===== src/rtl/pipeline_hazard_controller.sv =====
// pipeline_hazard_controller: stall/flush sequencer for the 5-stage MIPS pipeline
//   inputs : Decode sources/branch/jump/hilo flags, Execute and Memory destination
//            and control bits, mul/div issue, data-memory wait request
//   outputs: stall_* hold the FD/DE/EM/MW registers, clear_* insert bubbles,
//            muldiv_busy while the mul/div countdown runs, stall_cycles counter
module pipeline_hazard_controller #(
  parameter int MULT_CYCLES = 4,
  parameter int DIV_CYCLES  = 32,
  parameter int CNT_WIDTH   = 6
) (
  input  logic        clk,
  input  logic        reset,
  input  logic [4:0]  rs_decode,
  input  logic [4:0]  rt_decode,
  input  logic        branch_decode,
  input  logic        branch_taken_decode,
  input  logic        jump_decode,
  input  logic        hilo_read_decode,
  input  logic [4:0]  write_reg_execute,
  input  logic        reg_write_execute,
  input  logic        mem_to_reg_execute,
  input  logic [4:0]  write_reg_memory,
  input  logic        mem_to_reg_memory,
  input  logic        muldiv_start_execute,
  input  logic        muldiv_is_div,
  input  logic        dmem_waitrequest,
  output logic        stall_fetch,
  output logic        stall_decode,
  output logic        stall_execute,
  output logic        stall_memory,
  output logic        clear_decode,
  output logic        clear_execute,
  output logic        clear_writeback,
  output logic        muldiv_busy,
  output logic [15:0] stall_cycles
);
  logic [CNT_WIDTH-1:0] cnt;
  logic busy, hit_e, hit_m, load_use, branch_hz, hilo_hz, freeze, dstall, flush;
  assign busy      = cnt != '0;
  assign hit_e     = write_reg_execute != 5'd0 && (write_reg_execute == rs_decode || write_reg_execute == rt_decode);
  assign hit_m     = write_reg_memory != 5'd0 && (write_reg_memory == rs_decode || write_reg_memory == rt_decode);
  assign load_use  = mem_to_reg_execute && hit_e;
  assign branch_hz = (branch_decode || jump_decode) && ((reg_write_execute && hit_e) || (mem_to_reg_memory && hit_m));
  assign hilo_hz   = hilo_read_decode && (busy || muldiv_start_execute);
  assign freeze    = dmem_waitrequest;
  assign dstall    = load_use || branch_hz || hilo_hz;
  assign flush     = (branch_taken_decode && branch_decode) || jump_decode;
  always_comb begin
    stall_fetch     = !reset && (freeze || dstall);
    stall_decode    = !reset && (freeze || dstall);
    stall_execute   = !reset && freeze;
    stall_memory    = !reset && freeze;
    clear_writeback = !reset && freeze;
    clear_execute   = !reset && !freeze && dstall;
    clear_decode    = !reset && !freeze && !dstall && flush;
    muldiv_busy     = !reset && busy;
  end
  // the unit keeps counting through freezes; a start only issues when Execute moves
  always_ff @(posedge clk or posedge reset)
    if (reset) cnt <= '0;
    else if (muldiv_start_execute && !stall_execute) cnt <= muldiv_is_div ? CNT_WIDTH'(DIV_CYCLES) : CNT_WIDTH'(MULT_CYCLES);
    else if (busy) cnt <= cnt - 1'b1;
  always_ff @(posedge clk or posedge reset)
    if (reset) stall_cycles <= '0;
    else if (stall_fetch && stall_cycles != 16'hFFFF) stall_cycles <= stall_cycles + 16'd1;
endmodule


===== config.mk =====
export PLATFORM = sky130hd
export DESIGN_NAME = pipeline_hazard_controller
export DESIGN_NICKNAME = d
export VERILOG_FILES = /design/src/rtl/pipeline_hazard_controller.sv
export SDC_FILE = /design/constraint.sdc
export NUM_CORES = 1
export LEC_CHECK = 0
export ABC_AREA = 0
export CORE_MARGIN = 5
export CORE_UTILIZATION = 48
export CTS_CLUSTER_SIZE = 14
export DETAILED_ROUTE_END_ITERATION = 12
export PLACE_DENSITY_LB_ADDON = 0.05
export SETUP_SLACK_MARGIN = 0.4
export SYNTH_ARGS = -nofsm -noshare
export SYNTH_HDL_FRONTEND = slang
export SYNTH_SLANG_ARGS = --single-unit

===== constraint.sdc =====
create_clock -name clk -period 3.64 [get_ports clk]
set_input_delay 0.364 -clock clk [delete_from_list [all_inputs] [get_ports clk]]
set_output_delay 0.364 -clock clk [all_outputs]
set_load 0.02 [all_outputs]

# [Yosys cells after proc, flatten, opt, wreduce, memory -nomap -nowiden]
# Cells that the tools add are included.
[word_totals] ff_bits=22 output_inout_bits=24 elab_cells=46
[classes] n_addsub=2 eq_ne=5 muxes=3 reduce_logical=34
[op_table] op="equality test 5 bit" n=4
[op_table] op="2-to-1 mux 6 bit" n=3
[op_table] op="logical AND 1 bit" n=17
[op_table] op="adder 16 x 1 -> 16 bit, second input constant" n=1
[op_table] op="inequality test 16 bit, second input constant" n=1
[op_table] op="nonzero test 5 bit" n=2
[op_table] op="logical OR 1 bit" n=9
[op_table] op="nonzero test 6 bit" n=1
[op_table] op="subtractor 6 x 1 -> 6 bit, second input constant" n=1
[op_table] op="zero test 1 bit" n=4
[op_table] op="nonzero test 2 bit" n=1

# [Logic depth before layout (Yosys ltp)]
[depth] ltp_word=11 depth_mapped=9 mapped_depth_nobuf=7

# [Worst setup path before layout]
# OpenSTA, ideal clock, no wires.
[synth_timing] path_type="input -> output" startpoint="input write_reg_execute[2]" endpoint="output stall_fetch" arrival_ns=1.960 required_time_ns=3.276 path_slack_ns=1.316 stages=8 path_buffers=2 path_cell_list="xor2_1 nor3_1 a22oi_1 o221ai_2 buf_6 nor2_1 nor2_1 buf_4"
[synth_via] elab_chain_cells=10 elab_cells_between_ends=13 cone_classes="eq/ne (2); reduce/logical (11)"
[synth_lines] item="start: declaration" line_no="19" text="input logic [4:0] write_reg_execute,"
[synth_lines] item="equality test 5 bit" line_no="40" text="assign hit_e = write_reg_execute != 5'd0 && (write_reg_execute == rs_decode || write_reg_execute == rt_decode) ..."
[synth_lines] item="logical OR 1 bit" line_no="40"
[synth_lines] item="logical AND 1 bit (*)" line_no="40"
[synth_lines] item="logical AND 1 bit" line_no="43" text="assign branch_hz = (branch_decode || jump_decode) && ((reg_write_execute && hit_e) || (mem_to_reg_memory && hi ..."
[synth_lines] item="logical OR 1 bit" line_no="43"
[synth_lines] item="logical AND 1 bit" line_no="43"
[synth_lines] item="logical OR 1 bit (*) (2 in a row)" line_no="46" text="assign dstall = load_use || branch_hz || hilo_hz;"
[synth_lines] item="logical OR 1 bit (*)"
[synth_lines] item="logical AND 1 bit (*)"
[synth_lines] item="end: declaration" line_no="27" text="output logic stall_fetch,"
# Every way passes the cells marked *; elsewhere a longest branch is shown, timed or not.

# [Worst setup path after layout]
[layout_timing] startpoint="register cnt[2]" endpoint="output clear_decode"
[layout_via] elab_chain_cells=7
[layout_lines] item="start: declaration" line_no="37" text="logic [CNT_WIDTH-1:0] cnt;"
[layout_lines] item="start signal: assignment" line_no="61" text="else if (muldiv_start_execute && !stall_execute) cnt <= muldiv_is_div ? CNT_WIDTH'(DIV_CYCLES) : CNT_WIDTH'(MU ..."
[layout_lines] item="start signal: assignment" line_no="62" text="else if (busy) cnt <= cnt - 1'b1;"
[layout_lines] item="nonzero test 6 bit" line_no="39" text="assign busy = cnt != '0;"
[layout_lines] item="logical OR 1 bit" line_no="44" text="assign hilo_hz = hilo_read_decode && (busy || muldiv_start_execute);"
[layout_lines] item="logical AND 1 bit" line_no="44"
[layout_lines] item="logical OR 1 bit" line_no="46"
[layout_lines] item="zero test 1 bit" line_no="55" text="clear_decode = !reset && !freeze && !dstall && flush;"
[layout_lines] item="logical AND 1 bit (2 in a row)" line_no="55"
[layout_lines] item="end: declaration" line_no="31" text="output logic clear_decode,"
# No other way between the ends.

==> flow_summary.yaml <==
sta:
  maxSlewHeadroom_pct: 68.65
  min_period_ns: 3.011
  hold_violations: 0
  rsz0062_at_grt: "false"
  clock_skew_ns: 0.001797
  setup_viol: 0
  tns_ns: 0
  drv_slew: 0
  max_freq_mhz: 332.1
  worst_pin_slew_ns: 0.4697
  period_share_pct: 82.73
cells_and_area:
  multi_input_area_um2: 953.4
  drive_above_1_share_pct: 9.910
  nets: 258
  syn_to_final_growth_pct: 40.74
  final_cells: 266
  seq_area_um2: 550.5
  diodes: 0
  fill_cells: 232
synthesis:
  synth.most_common_cell: "dfrtp_1"
  avgSynthCellArea_um2: 9.343
  yosys.area.top_type: "dfrtp_1"
  synthArstFlopShare_pct: 100.0
  yosys-top-cells-area: "dfrtp_1 (35%), xor2_1 (12%), xnor2_1 (9.5%)"
  synth_common_cells: "dfrtp_1 (22), xor2_1 (21), xnor2_1 (17)"
  synth_edf_count: 0
  synth_top_area_share_pct: 35.28
  seq_area_frac_synth_pct: 35.28
  syn_inst: 167
  netlist_area_um2: 1560
  synth_seq_cells: 22
  yosys_warnings: 0
  ys_types: 39
  synth_fp_nets: 202
  synth_ff_type: "dfrtp_1"
placement:
  port_buffers: 55
  gp_congestion: 0.9333
  dp_cells: 262
  hpwl_um: 3090
power:
  clkPwrFrac_pct: 17.6
  p_int_mw: 0.6675
  swShare_pct: 37.55
  p_leak_nw: 0.8532
  seq_power_share_pct: 37.1
  ir_worst_vdd_mv: 0.3940
  combPwrFrac_pct: 45.3
  switchingPower_mw: 0.4013
  power_mw: 1.069
  powerDensity_nw_per_um2: 486.7
global_routing:
  grt_pass1_vias: 1430
  grt_overflow: 0
  antenna_found_initial: 0
  grt_use_total_pct: 18.71
  grt_pass1_wl_um: 6465
  grt_start_max_net_pins: 25
cts:
  cts-resized-gates: 0
  clock_path_buffers: 2
  path_clk_slew_ns: 0.12
  cts_setup_buffers: 0
  cts_tree: "yes"
  h-tree-depth: 1
  cts-hold-fix-buffers: 0
  cts_buffers: 3
  root_buffer: "clkbuf_4"
  clock-sinks: 22
  clk_latency_ns: 0.31
drt:
  firstDrtPassIters: 4
  vias_per_cell: 5.447
  antenna_left: 0
  drc: 0
  wl_um: 4054
  routed-via-count: 1449
  drt_iter0_markers: 94
  wire_per_inst_um: 15.24
floorplanning:
  fp-row-count: 20
  die_h_um: 67.02
  die_x_um: 67.02
  core-area_um2: 3078
  fp.dieArea_um2: 4491
  io_pins: 56
  start_util_pct: 50.69
critical_path:
  crit_path_max_fanout: 9
  r2r_end: "stall_cycles[1]$_DFFE_PP0P_"
  ff2ff_setup_slack_ns: 1.32
  cp-start-kind: "flop"
  cp.required_ns: 3.28
  crit_path_cell_trace: "nor3_2, nand3b_1, o21ai_1, o221ai_2, nor4_2, clkdlybuf4s50_1"
  rr_worst_depth: 7
  critical-path-slowest-cell: "clkdlybuf4s50_1"
  crit_arrival_ns: 2.65
  endpoint_kind: "primary output"
  r2r_start: "cnt[2]$_DFFE_PP0P_"
  crit_buf_inv: 1
  crit_type: "reg2out"
  slowest_delay_ns: 0.64
  cp_top_family: "simple AND/OR/NAND/NOR gates"
run:
  maxCapViolCount: 0
min_path:
  min_from: "stall_cycles[15]$_DFFE_PP0P_"
  min_delay_worst_endpoint: "stall_cycles[15]$_DFFE_PP0P_"
  worst_hold_path.num_cells: 1
  worstHoldPathType: "reg2reg"
status:
  status: "complete, no violations"
-- placed cells by master, fill, tap and decap left out, types with 2 or more instances in the layout --
cell type,n
ha_1,3
clkbuf_4,3
o211ai_1,5
nor3_1,8
xnor2_1,17
inv_1,3
nand3_1,6
or4_1,2
o21ai_1,3
nand2_1,10
and2_1,3
nor2_1,15
nor2b_1,2
a22oi_1,2
nand4_1,3
buf_4,3
o21ai_0,2
a21oi_1,2
dfrtp_1,22
o221ai_2,2
and3_1,6
clkdlybuf4s50_1,55
nor4_1,2
o21ai_2,8
xor2_1,21
-- layer usage --
layer | share of wire, % | GRT usage [%] | vias to the layer above
li1 | - | - | 698
met2 | 47 | 32.27 | 52
met3 | 7.4 | 3.373 | 9
met4 | 2.0 | 7.089 | 0
met1 | 43 | 22.88 | 690
met5 | 0 | 0 | -
-- cell families after synthesis --
kind of cell / Yosys count / synth area share, %
flops: 22 / 35.28
mux: 2 / 1.443
fa+ha+maj: 3 / 2.406
buf+inv: 10 / 3.608
compound gates: 29 / 14.84
xor+xnor: 38 / 21.33
simple gates: 63 / 21.09
-- registers in the layout, summed over array words and instances, names as in the netlist --
| register | cells |
|---|---|
| stall_cycles | 16 |
| cnt | 6 |
-- final cells by class --
type                       instances  share of cell area [%]
sequential                        22                   25.07
clock buffer                       3                   1.026
timing repair buffer              58                   26.10
multi-input combinational        135                   43.42
clock inverter                     1                   1.368
tap                               44                   2.507
inverter                           3                  0.5128
-- power groups by stage --
stage | registers (mW) | logic, mW | clock network, mW
2_1_floorplan | 0.429 | 0.253 | 0
3_3_place_gp | 0.393 | 0.465 | 0
3_5_place_dp | 0.400 | 0.486 | 0
4_1_cts | 0.395 | 0.489 | 0.188
5_1_grt | 0.409 | 0.532 | 0.199
6_report | 0.397 | 0.484 | 0.188
-- worst max path at each step --
stage / slack [ns] / depth (start not counted) / end / startpoint
6_report: 0.63 / 6 / clear_decode / cnt[2]$_DFFE_PP0P_
5_1_grt: 0.44 / 6 / clear_decode / cnt[2]$_DFFE_PP0P_
4_1_cts: 0.61 / 6 / clear_decode / cnt[2]$_DFFE_PP0P_
2_1_floorplan: 1.32 / 8 / stall_fetch / write_reg_execute[2]
3_5_place_dp: 0.68 / 6 / clear_decode / write_reg_memory[1]
3_3_place_gp: 0.71 / 6 / clear_decode / write_reg_execute[1]
-- per-stage QoR --
step / cell area (um^2) / util [%] / hold slack [ns] / setup WS, ns
after floorplan: 1560 / - / 0.4694 / 1.316
after global placement: 2143 / 69.63 / 0.4833 / 0.7081
after detailed placement: 2143 / 69.63 / 0.4980 / 0.6782
after CTS: 2196 / 71.34 / 0.5148 / 0.6128
after global routing: 2196 / 71.34 / 0.5503 / 0.4356
final: 2196 / 71.34 / 0.5093 / 0.6285
(Power assumes the default switching activity.)
